`src/rtl/writeback_unit_if.sv`:
```
// Handshake and register-file write bundle between the producers and the writeback unit.
interface writeback_unit_if #(
  parameter int DATA_W     = 16,
  parameter int ADDR_W     = 3,
  parameter int FIFO_DEPTH = 4
);
  localparam int CNT_W = $clog2(FIFO_DEPTH) + 1;

  logic              alu_valid;
  logic              alu_ready;
  logic [ADDR_W-1:0] alu_rd;
  logic [DATA_W-1:0] alu_data;
  logic              mem_valid;
  logic              mem_ready;
  logic [ADDR_W-1:0] mem_rd;
  logic [DATA_W-1:0] mem_data;
  logic              Reg_Write;
  logic [ADDR_W-1:0] Reg_address3;
  logic [DATA_W-1:0] Reg_input_data;
  logic [CNT_W-1:0]  fifo_count;

  modport master (
    output alu_valid, alu_rd, alu_data, mem_valid, mem_rd, mem_data,
    input  alu_ready, mem_ready, Reg_Write, Reg_address3, Reg_input_data, fifo_count
  );

  modport slave (
    input  alu_valid, alu_rd, alu_data, mem_valid, mem_rd, mem_data,
    output alu_ready, mem_ready, Reg_Write, Reg_address3, Reg_input_data, fifo_count
  );
endinterface

```
`src/rtl/writeback_unit.sv`:
```
// Merges 1-cycle ALU results with FIFO-buffered loads onto the register-file write port (registered).
// Define WB_BYPASS_EN to let a load skip the empty FIFO when the ALU is not writing.
module writeback_unit #(
  parameter int DATA_W       = 16,
  parameter int ADDR_W       = 3,
  parameter int FIFO_DEPTH   = 4,
  parameter int STARVE_LIMIT = 3
) (
  input  logic            CLK,
  input  logic            Reset,
  writeback_unit_if.slave wb
);
  localparam int PTR_W = $clog2(FIFO_DEPTH);
  localparam int CNT_W = PTR_W + 1;
  localparam int STV_W = $clog2(STARVE_LIMIT + 1);
  localparam logic [CNT_W-1:0] DEPTH_C = CNT_W'(FIFO_DEPTH);
  localparam logic [STV_W-1:0] STV_LIM = STV_W'(STARVE_LIMIT);

  logic [ADDR_W-1:0] rd_mem_q  [FIFO_DEPTH];
  logic [DATA_W-1:0] dat_mem_q [FIFO_DEPTH];
  logic [PTR_W-1:0]  rd_ptr_q, rd_ptr_d, wr_ptr_q, wr_ptr_d;
  logic [CNT_W-1:0]  count_q, count_d;
  logic [STV_W-1:0]  starve_q, starve_d;
  logic              wr_q, wr_d;
  logic [ADDR_W-1:0] addr_q, addr_d;
  logic [DATA_W-1:0] data_q, data_d;
  logic              fifo_empty, alu_fire, push, pop;

  assign fifo_empty   = (count_q == '0);
  assign wb.mem_ready = (count_q < DEPTH_C);
  assign wb.alu_ready = !((starve_q == STV_LIM) && !fifo_empty);
  assign alu_fire     = wb.alu_valid && wb.alu_ready;
  assign pop          = !alu_fire && !fifo_empty;

`ifdef WB_BYPASS_EN
  logic bypass;
  assign bypass = !alu_fire && fifo_empty && wb.mem_valid;
  assign push   = wb.mem_valid && wb.mem_ready && !bypass;
`else
  assign push   = wb.mem_valid && wb.mem_ready;
`endif

  always_comb begin
    rd_ptr_d = rd_ptr_q;
    wr_ptr_d = wr_ptr_q;
    count_d  = count_q;
    starve_d = starve_q;
    wr_d     = 1'b0;
    addr_d   = addr_q;
    data_d   = data_q;

    if (push) wr_ptr_d = wr_ptr_q + 1'b1;
    if (pop)  rd_ptr_d = rd_ptr_q + 1'b1;
    if (push && !pop)      count_d = count_q + 1'b1;
    else if (pop && !push) count_d = count_q - 1'b1;

    // Saturation at the limit drops alu_ready, which forces the next cycle to pop.
    if (pop || fifo_empty)                       starve_d = '0;
    else if (alu_fire && (starve_q != STV_LIM))  starve_d = starve_q + 1'b1;

    if (alu_fire) begin
      wr_d   = 1'b1;
      addr_d = wb.alu_rd;
      data_d = wb.alu_data;
    end else if (pop) begin
      wr_d   = 1'b1;
      addr_d = rd_mem_q[rd_ptr_q];
      data_d = dat_mem_q[rd_ptr_q];
    end
`ifdef WB_BYPASS_EN
    else if (bypass) begin
      wr_d   = 1'b1;
      addr_d = wb.mem_rd;
      data_d = wb.mem_data;
    end
`endif
  end

  always_ff @(posedge CLK or negedge Reset) begin
    if (!Reset) begin
      rd_ptr_q <= '0;
      wr_ptr_q <= '0;
      count_q  <= '0;
      starve_q <= '0;
      wr_q     <= 1'b0;
      addr_q   <= '0;
      data_q   <= '0;
    end else begin
      rd_ptr_q <= rd_ptr_d;
      wr_ptr_q <= wr_ptr_d;
      count_q  <= count_d;
      starve_q <= starve_d;
      wr_q     <= wr_d;
      addr_q   <= addr_d;
      data_q   <= data_d;
    end
  end

  // Storage needs no reset: the pointers and count define which entries are live.
  always_ff @(posedge CLK) begin
    if (push) begin
      rd_mem_q[wr_ptr_q]  <= wb.mem_rd;
      dat_mem_q[wr_ptr_q] <= wb.mem_data;
    end
  end

  assign wb.Reg_Write      = wr_q;
  assign wb.Reg_address3   = addr_q;
  assign wb.Reg_input_data = data_q;
  assign wb.fifo_count     = count_q;
endmodule

```
`src/flat_wrapper.sv`:
```
// flat-port wrapper written by rule: the top's interface ports become plain ports
module writeback_unit_flat 
#(
  parameter int DATA_W       = 16,
  parameter int ADDR_W       = 3,
  parameter int FIFO_DEPTH   = 4,
  parameter int STARVE_LIMIT = 3
)
  (CLK, Reset, wb_alu_valid, wb_alu_rd, wb_alu_data, wb_mem_valid, wb_mem_rd, wb_mem_data, wb_alu_ready, wb_mem_ready, wb_Reg_Write, wb_Reg_address3, wb_Reg_input_data, wb_fifo_count);
  writeback_unit_if #(.DATA_W(DATA_W), .ADDR_W(ADDR_W), .FIFO_DEPTH(FIFO_DEPTH)) wb_i ();
  input  logic CLK;
  input  logic Reset;
  input wire logic [$bits(wb_i.alu_valid)-1:0] wb_alu_valid;
  input wire logic [$bits(wb_i.alu_rd)-1:0] wb_alu_rd;
  input wire logic [$bits(wb_i.alu_data)-1:0] wb_alu_data;
  input wire logic [$bits(wb_i.mem_valid)-1:0] wb_mem_valid;
  input wire logic [$bits(wb_i.mem_rd)-1:0] wb_mem_rd;
  input wire logic [$bits(wb_i.mem_data)-1:0] wb_mem_data;
  output wire logic [$bits(wb_i.alu_ready)-1:0] wb_alu_ready;
  output wire logic [$bits(wb_i.mem_ready)-1:0] wb_mem_ready;
  output wire logic [$bits(wb_i.Reg_Write)-1:0] wb_Reg_Write;
  output wire logic [$bits(wb_i.Reg_address3)-1:0] wb_Reg_address3;
  output wire logic [$bits(wb_i.Reg_input_data)-1:0] wb_Reg_input_data;
  output wire logic [$bits(wb_i.fifo_count)-1:0] wb_fifo_count;
  assign wb_i.alu_valid = wb_alu_valid;
  assign wb_i.alu_rd = wb_alu_rd;
  assign wb_i.alu_data = wb_alu_data;
  assign wb_i.mem_valid = wb_mem_valid;
  assign wb_i.mem_rd = wb_mem_rd;
  assign wb_i.mem_data = wb_mem_data;
  assign wb_alu_ready = wb_i.alu_ready;
  assign wb_mem_ready = wb_i.mem_ready;
  assign wb_Reg_Write = wb_i.Reg_Write;
  assign wb_Reg_address3 = wb_i.Reg_address3;
  assign wb_Reg_input_data = wb_i.Reg_input_data;
  assign wb_fifo_count = wb_i.fifo_count;
  writeback_unit #(.DATA_W(DATA_W), .ADDR_W(ADDR_W), .FIFO_DEPTH(FIFO_DEPTH), .STARVE_LIMIT(STARVE_LIMIT)) u_core (.CLK(CLK), .Reset(Reset), .wb(wb_i));
endmodule
```
`config.mk`:
```
export PLATFORM = sky130hd
export DESIGN_NAME = writeback_unit_flat
export DESIGN_NICKNAME = d
export VERILOG_FILES = /design/src/rtl/writeback_unit_if.sv /design/src/rtl/writeback_unit.sv /design/src/flat_wrapper.sv
export SDC_FILE = /design/constraint.sdc
export NUM_CORES = 1
export LEC_CHECK = 0
export CORE_AREA = 3 3 97 90
export CTS_CLUSTER_SIZE = 20
export DETAILED_ROUTE_END_ITERATION = 8
export DIE_AREA = 0 0 100 93
export DONT_BUFFER_PORTS = 1
export GPL_TIMING_DRIVEN = 0
export PLACE_DENSITY_LB_ADDON = 0.12
export SYNTH_ARGS = -nofsm -noshare
export SYNTH_HDL_FRONTEND = slang
export SYNTH_SLANG_ARGS = --single-unit
```
`constraint.sdc`:
```
create_clock -name CLK -period 2.6 [get_ports CLK]
set_input_delay 0.65 -clock CLK [delete_from_list [all_inputs] [get_ports CLK]]
set_output_delay 0.65 -clock CLK [all_outputs]
set_load 0.05 [all_outputs]
```
==> run_summary.xml <==
<?xml version="1.0" encoding="UTF-8"?>
<metrics>
  <group name="clock_network">
    <metric name="register_clock_pin_slew_on_the_reported_worst_setup_and_hold_paths" unit="ns">0.10</metric>
    <metric name="clock_sink_count" unit="">105</metric>
    <metric name="cts_tree" unit="">done</metric>
    <metric name="clkLatencyLatePin" unit="ns">0.36</metric>
    <metric name="cts-buffers-inserted" unit="">9</metric>
    <metric name="cts-root-buf" unit="">clkbuf_8</metric>
    <metric name="cts.path.max_buffers" unit="">2</metric>
    <metric name="post-cts-setup-buffers" unit="">0</metric>
    <metric name="cts_htree_levels" unit="">3</metric>
  </group>
  <group name="setup_path">
    <metric name="cp.required" unit="ns">2.89</metric>
    <metric name="timing.rr.start" unit="">u_core.wb.fifo_count[2]$_DFFE_PN0P_</metric>
    <metric name="r2r_slack" unit="ns">0.23</metric>
    <metric name="critPathLaunch" unit="">u_core.wb.fifo_count[2]$_DFFE_PN0P_</metric>
    <metric name="worst-path-max-fanout" unit="">9</metric>
    <metric name="crit_chain" unit="">or3_1, buf_2, nand2_1, ha_1, inv_1, fa_1, xor2_1, nor2_1, xnor2_1</metric>
    <metric name="cp_slowest_stage_delay" unit="ns">0.57</metric>
    <metric name="path_buf_inv" unit="">2</metric>
    <metric name="worstSetupEndpointType" unit="">flip-flop</metric>
    <metric name="r2r.worst_path.cells" unit="">9</metric>
    <metric name="reg2reg_to" unit="">u_core.wb.fifo_count[2]$_DFFE_PN0P_</metric>
    <metric name="critical_path.top_delay_family" unit="">simple AND/OR/NAND/NOR gates</metric>
    <metric name="cp_slowest_cell" unit="">dfrtp_2</metric>
    <metric name="crit_path_arrival_time" unit="ns">2.65</metric>
    <metric name="critPathKind" unit="">flip-flop to flip-flop</metric>
    <metric name="start_kind" unit="">flip-flop</metric>
  </group>
  <group name="sta">
    <metric name="setup_total_negative_slack" unit="ns">0</metric>
    <metric name="layout_min_cycle_time" unit="ns">2.37</metric>
    <metric name="final_min_period_over_clock_period" unit="%">91.0</metric>
    <metric name="setup_viol" unit="">0</metric>
    <metric name="slew_viols_final" unit="">0</metric>
    <metric name="timing.final.hold_violations" unit="">0</metric>
    <metric name="clock_skew" unit="ns">0.00931</metric>
    <metric name="maxClockFrequency" unit="MHz">423</metric>
    <metric name="slew_headroom" unit="%">31.6</metric>
    <metric name="worst_hold_check_slack" unit="ns">0.0974</metric>
    <metric name="rsz0062_at_grt" unit="">false</metric>
    <metric name="worst_pin_slew" unit="ns">1.03</metric>
  </group>
  <group name="detailed_routing">
    <metric name="drtIter0Drc" unit="">92</metric>
    <metric name="drc" unit="">0</metric>
    <metric name="via_count" unit="">2095</metric>
    <metric name="routed_wirelength" unit="um">7510</metric>
    <metric name="firstDrtPassIters" unit="">5</metric>
    <metric name="route.detailed.wl_per_inst" unit="um">21.0</metric>
    <metric name="detail-route-antenna-nets" unit="">0</metric>
    <metric name="routed_via_density" unit="">5.85</metric>
  </group>
  <group name="logic_synthesis">
    <metric name="synth_top_area_share" unit="%">53.6</metric>
    <metric name="flip_flop_and_latch_count_after_synthesis" unit="">105</metric>
    <metric name="netlist_area" unit="mm2">0.00426</metric>
    <metric name="synthesis.yosys.warnings" unit="">0</metric>
    <metric name="synth.most_common_cell" unit="">edfxtp_1</metric>
    <metric name="synth_edf_count" unit="">76</metric>
    <metric name="yosys_most_used_dff" unit="">edfxtp_1</metric>
    <metric name="distinct_cells_synth" unit="">32</metric>
    <metric name="postSynthCellCount" unit="">242</metric>
    <metric name="synth_area_leaders" unit="">edfxtp_1 54%, dfrtp_1 17%, mux4_2 6.9%</metric>
    <metric name="synth_nets" unit="">291</metric>
    <metric name="synth.avg_cell_area" unit="um2">17.6</metric>
    <metric name="synthTopCellsByCount" unit="">76 x edfxtp_1, 29 x dfrtp_1, 18 x nor3_1</metric>
    <metric name="synth_area_leader_cell" unit="">edfxtp_1</metric>
    <metric name="asyncSetResetFlopFracSynth" unit="%">27.6</metric>
    <metric name="yosysSeqAreaShare" unit="%">70.6</metric>
  </group>
  <group name="grt">
    <metric name="grt_antenna_before_repair" unit="">0</metric>
    <metric name="grt.overflow.total" unit="">0</metric>
    <metric name="global_route_wire_length_before_repair" unit="um">12000</metric>
    <metric name="grt_start_max_net_pins" unit="">30</metric>
    <metric name="grt_pass1_vias" unit="">2202</metric>
    <metric name="gr-usage-all-layers" unit="%">17.5</metric>
  </group>
  <group name="layout">
    <metric name="finish.net_count" unit="">303</metric>
    <metric name="drive_above_1_share" unit="%">18.9</metric>
    <metric name="finalCoreUtilization" unit="%">58.7</metric>
    <metric name="ant_diodes" unit="">0</metric>
    <metric name="flow.area_growth_from_synthesis" unit="%">8.43</metric>
  </group>
  <group name="power">
    <metric name="total_power" unit="uW">5240</metric>
    <metric name="total_leakage_power" unit="uW">0.00156</metric>
    <metric name="power.density_cell_area" unit="mW/mm2">1130</metric>
    <metric name="vdd_drop_max" unit="uV">398</metric>
  </group>
  <group name="min_path">
    <metric name="hold_path.class" unit="">input pin to async pin</metric>
  </group>
  <group name="placed_design">
    <metric name="numPortBuffers" unit="">0</metric>
    <metric name="routabilityCongestion" unit="">0.759</metric>
    <metric name="detailed_place_hpwl" unit="um">5130</metric>
  </group>
  <group name="floorplanning">
    <metric name="die_h" unit="um">93</metric>
    <metric name="core" unit="mm2">0.00787</metric>
    <metric name="floorplan.initialDensity" unit="%">54.1</metric>
    <metric name="die-area" unit="mm2">0.00930</metric>
    <metric name="die_w" unit="um">100</metric>
    <metric name="num_rows" unit="">31</metric>
    <metric name="top_level_ports" unit="">67</metric>
  </group>
  <group name="run">
    <metric name="cap_violations" unit="">0</metric>
  </group>
  <group name="run_status">
    <metric name="outcome" unit="">finished clean</metric>
  </group>
</metrics>
-- placed cells by master, fill, tap and decap left out, types with 2 or more instances in the layout --
cell / netlist / routed
buf_4: 3 / 3
buf_2: 4 / 4
a211oi_1: 6 / 6
inv_1: 7 / 7
clkbuf_8: 0 / 9
edfxtp_1: 76 / 76
nand2_1: 2 / 2
clkbuf_1: 4 / 4
buf_6: 5 / 5
o21ai_0: 10 / 10
xnor2_1: 5 / 5
dfrtp_2: 0 / 3
ha_1: 6 / 6
mux4_1: 6 / 6
nor3_1: 18 / 18
a32oi_1: 13 / 13
and2_1: 4 / 4
clkinvlp_4: 0 / 2
o21ai_1: 17 / 17
mux4_2: 13 / 13
dfrtp_1: 29 / 26
inv_6: 0 / 2
-- worst reg2reg max path: stages, from the launching register on --
cell and delay [ns]:
dfrtp_2 0.57, or3_1 0.41, buf_2 0.18, nand2_1 0.14
ha_1 0.20, inv_1 0.06, fa_1 0.37, xor2_1 0.15
nor2_1 0.11, xnor2_1 0.12
-- how the worst max path moves through the flow --
stage                                     endpoint  slack (ns)  depth (start not counted)
6_report       u_core.wb.fifo_count[2]$_DFFE_PN0P_        0.23                          9
5_1_grt        u_core.wb.fifo_count[2]$_DFFE_PN0P_        0.09                          9
4_1_cts        u_core.wb.fifo_count[2]$_DFFE_PN0P_        0.06                          9
3_5_place_dp   u_core.wb.fifo_count[2]$_DFFE_PN0P_        0.09                          9
3_3_place_gp   u_core.wb.fifo_count[2]$_DFFE_PN0P_        0.09                          9
2_1_floorplan  u_core.wb.fifo_count[2]$_DFFE_PN0P_        0.25                          9
-- metrics by stage --
stage	setup WS (ns)	cells	instance area, um2
after floorplan	0.247	242	4260
after global placement	0.0852	341	4380
after detailed placement	0.0864	341	4380
after CTS	0.0641	358	4620
after global routing	0.0851	358	4620
final	0.234	358	4620
-- layer usage --
layer  vias up  global-route usage (%)  wire (um)
met5         -                       0          0
met4         0                    4.04         68
met2        72                    26.2       3420
li1        985                       -          -
met1      1031                    24.4       3420
met3         7                    7.16        597
-- cell families after synthesis --
| family | Yosys count | synth area share, % |
|---|---|---|
| flip-flops | 105 | 70.6 |
| AO/OA/AOI/OAI | 47 | 7.11 |
| adder cells (fa/ha/maj) | 7 | 2.23 |
| AND/OR/NAND/NOR | 33 | 4.61 |
| XOR/XNOR | 6 | 1.23 |
| buffers and inverters | 24 | 3.38 |
| multiplexers | 20 | 10.8 |
-- sequential cells by signal, indices dropped and copies added (netlist names) --
register and count:
u_core.wb.Reg_address3 3, u_core.dat_mem_q 64, u_core.wb.Reg_Write 1, u_core.rd_mem_q 12
u_core.rd_ptr_q 2, u_core.wr_ptr_q 2, u_core.starve_q 2, u_core.wb.fifo_count 3
u_core.wb.Reg_input_data 16
-- cell type report --
| cell class | instances | area (um2) |
|---|---|---|
| Buffer | 16 | 114 |
| Clock buffer | 9 | 124 |
| Clock inverter | 7 | 87.6 |
| Fill cell | 606 | 3250 |
| Inverter | 8 | 30.0 |
| Multi-Input combinational cell | 113 | 1110 |
| Sequential cell | 105 | 3010 |
| Tap cell | 99 | 124 |
| Timing Repair Buffer | 1 | 20.0 |
-- report_power, final --
group,switching (uW),internal [uW],leakage (uW),total [uW]
sequential,782,2180,0.00103,2960
clock,562,461,0.0000992,1020
combinational,680,578,0.000430,1260
-- what timing repair did --
item,CTS,global route
endpoints found under the setup margin,0,31
gates resized for setup,0,3
endpoints found under the hold margin,29,0
hold buffers,1,0
(Power assumes the default switching activity.)
==> RTL edit, RTL diff (same flow settings) <==
Take the reset off `data_q` and load it in a clocked block of its own.
--- a/src/rtl/writeback_unit.sv
+++ b/src/rtl/writeback_unit.sv
@@ -84,7 +84,6 @@
       starve_q <= '0;
       wr_q     <= 1'b0;
       addr_q   <= '0;
-      data_q   <= '0;
     end else begin
       rd_ptr_q <= rd_ptr_d;
       wr_ptr_q <= wr_ptr_d;
@@ -92,8 +91,11 @@
       starve_q <= starve_d;
       wr_q     <= wr_d;
       addr_q   <= addr_d;
-      data_q   <= data_d;
     end
+  end
+
+  always_ff @(posedge CLK) begin
+    data_q <= data_d;
   end
 
   // Storage needs no reset: the pointers and count define which entries are live.
Check against the original RTL: not equivalent (a bounded check fails within 4 cycles, from zero or initial values and one cycle with Reset low).
==> RTL edit against the original RTL <==
- non-clock buffer count shrank 8
- clock power shrank 14%
- design area down 3.7%
- final cell count is 13% lower
- synthesized area is 2.7% lower
- power down 3.0%
- sequential share of layout area is 4.2 points higher
- sequential power is 4% higher
- worst hold slack better by 280 ps
- sequential cell count did not move
- worst setup slack lost 51 ps
- routed wire length shrank 11%
- combinational power shrank 10%
- global-route usage decreased by 2.1 points
==> RTL edit: results <==
critical_path:
  ff2ff_path_depth: 3
  cp.arrival_ps: 2400
  ff2ff_setup_slack_ps: 180
synthesis:
  synthMuxAreaShare: 0.157
  syn_nets: 244
  synth.distinct_cells: 30
  yosys.area.top_type_share: 0.666
  synth_compound_area_frac: 0.0229
  synth_cells: 195
  synthXorXnorAreaFrac: 0.0127
  synthAdderAreaFrac: 0.0229
  synth_edf_count: 92
  async_reset_ff_frac: 0.124
  yosys-top-cells-count: "edfxtp_1 (92), mux2_2 (16), dfrtp_1 (13)"
  yosysSeqAreaShare: 0.745
global_routing:
  grt_usage: 0.154
  grt_pass1_wl_mm: 10.4
  grt_pass1_vias: 1875
  grt_max_degree: 20
pwr:
  p_leak_nw: 1.52
place:
  placed_cells: 294
  place_ws_ps: 130
  post_dp_cell_area_um2: 4270
worst_hold_path:
  hp-class: "input pin to flop"
routing:
  drt-initial-drc-count: 59
  post_drt_wl_per_cell_um: 21.4
sta:
  skew_ps: 6.09
  slew_headroom: 0.297
final_layout:
  drive_above_1_share: 0.241
  instances_no_fill: 311
  nFillCells: 589
  nets: 256
outcome:
  status: "finished, final reports clean"
RTL edit: layout make-up:
type	instances	area, µm²	area share
Buffer	8	45.0	0.0101
Clock buffer	9	124	0.0278
Clock inverter	7	43.8	0.00984
Inverter	7	26.3	0.00590
Multi-Input combinational cell	75	988	0.222
Sequential cell	105	3090	0.694
Tap cell	99	124	0.0278
Timing Repair Buffer	1	10.0	0.00225
RTL edit: worst max-delay path, cell delays in order, from the launching register on:
cell and delay, ps:
dfrtp_1 640, nor2b_1 200, clkbuf_1 310, and2_1 890
RTL edit: power by group:
group | switching (W) | total (W) | internal [W]
logic | 0.000570 | 0.00113 | 0.000558
registers | 0.000792 | 0.00308 | 0.00229
clock network | 0.000525 | 0.000874 | 0.000349
total | 0.00189 | 0.00508 | 0.00319
RTL edit: repair_timing:
| action | CTS | global route |
|---|---|---|
| endpoints found under the hold margin | 13 | 0 |
| endpoints found under the setup margin | 0 | 40 |
| hold buffers | 1 | 0 |
| gates resized for setup | 0 | 3 |
RTL edit: worst min-delay path by stage:
stage / end / slack (ps) / depth (start not counted)
detailed placement: u_core.wb.Reg_Write / 350 / 0
finish: u_core.rd_mem_q[3][2] / 380 / 0
global route: u_core.rd_mem_q[3][1] / 350 / 0
CTS: u_core.dat_mem_q[3][2] / 360 / 0
floorplan: u_core.rd_ptr_q[0] / 350 / 0
global placement: u_core.wb.Reg_Write / 350 / 0
RTL edit: per-layer routing:
layer	vias to the layer above	GRT usage	share of wire
met1	915	0.185	0.40
met4	0	0.0471	0.0090
li1	806	-	-
met2	44	0.252	0.52
met3	7	0.0686	0.073
met5	-	0	0
RTL edit: kinds of logic after synthesis:
logic type,count (synthesis)
DFF,105
muxes,36
and+or+nand+nor,16
buffers and inverters,15
AOI/OAI and AO/OA,10
adders and majority gates,7
xor gates and xnor gates,6
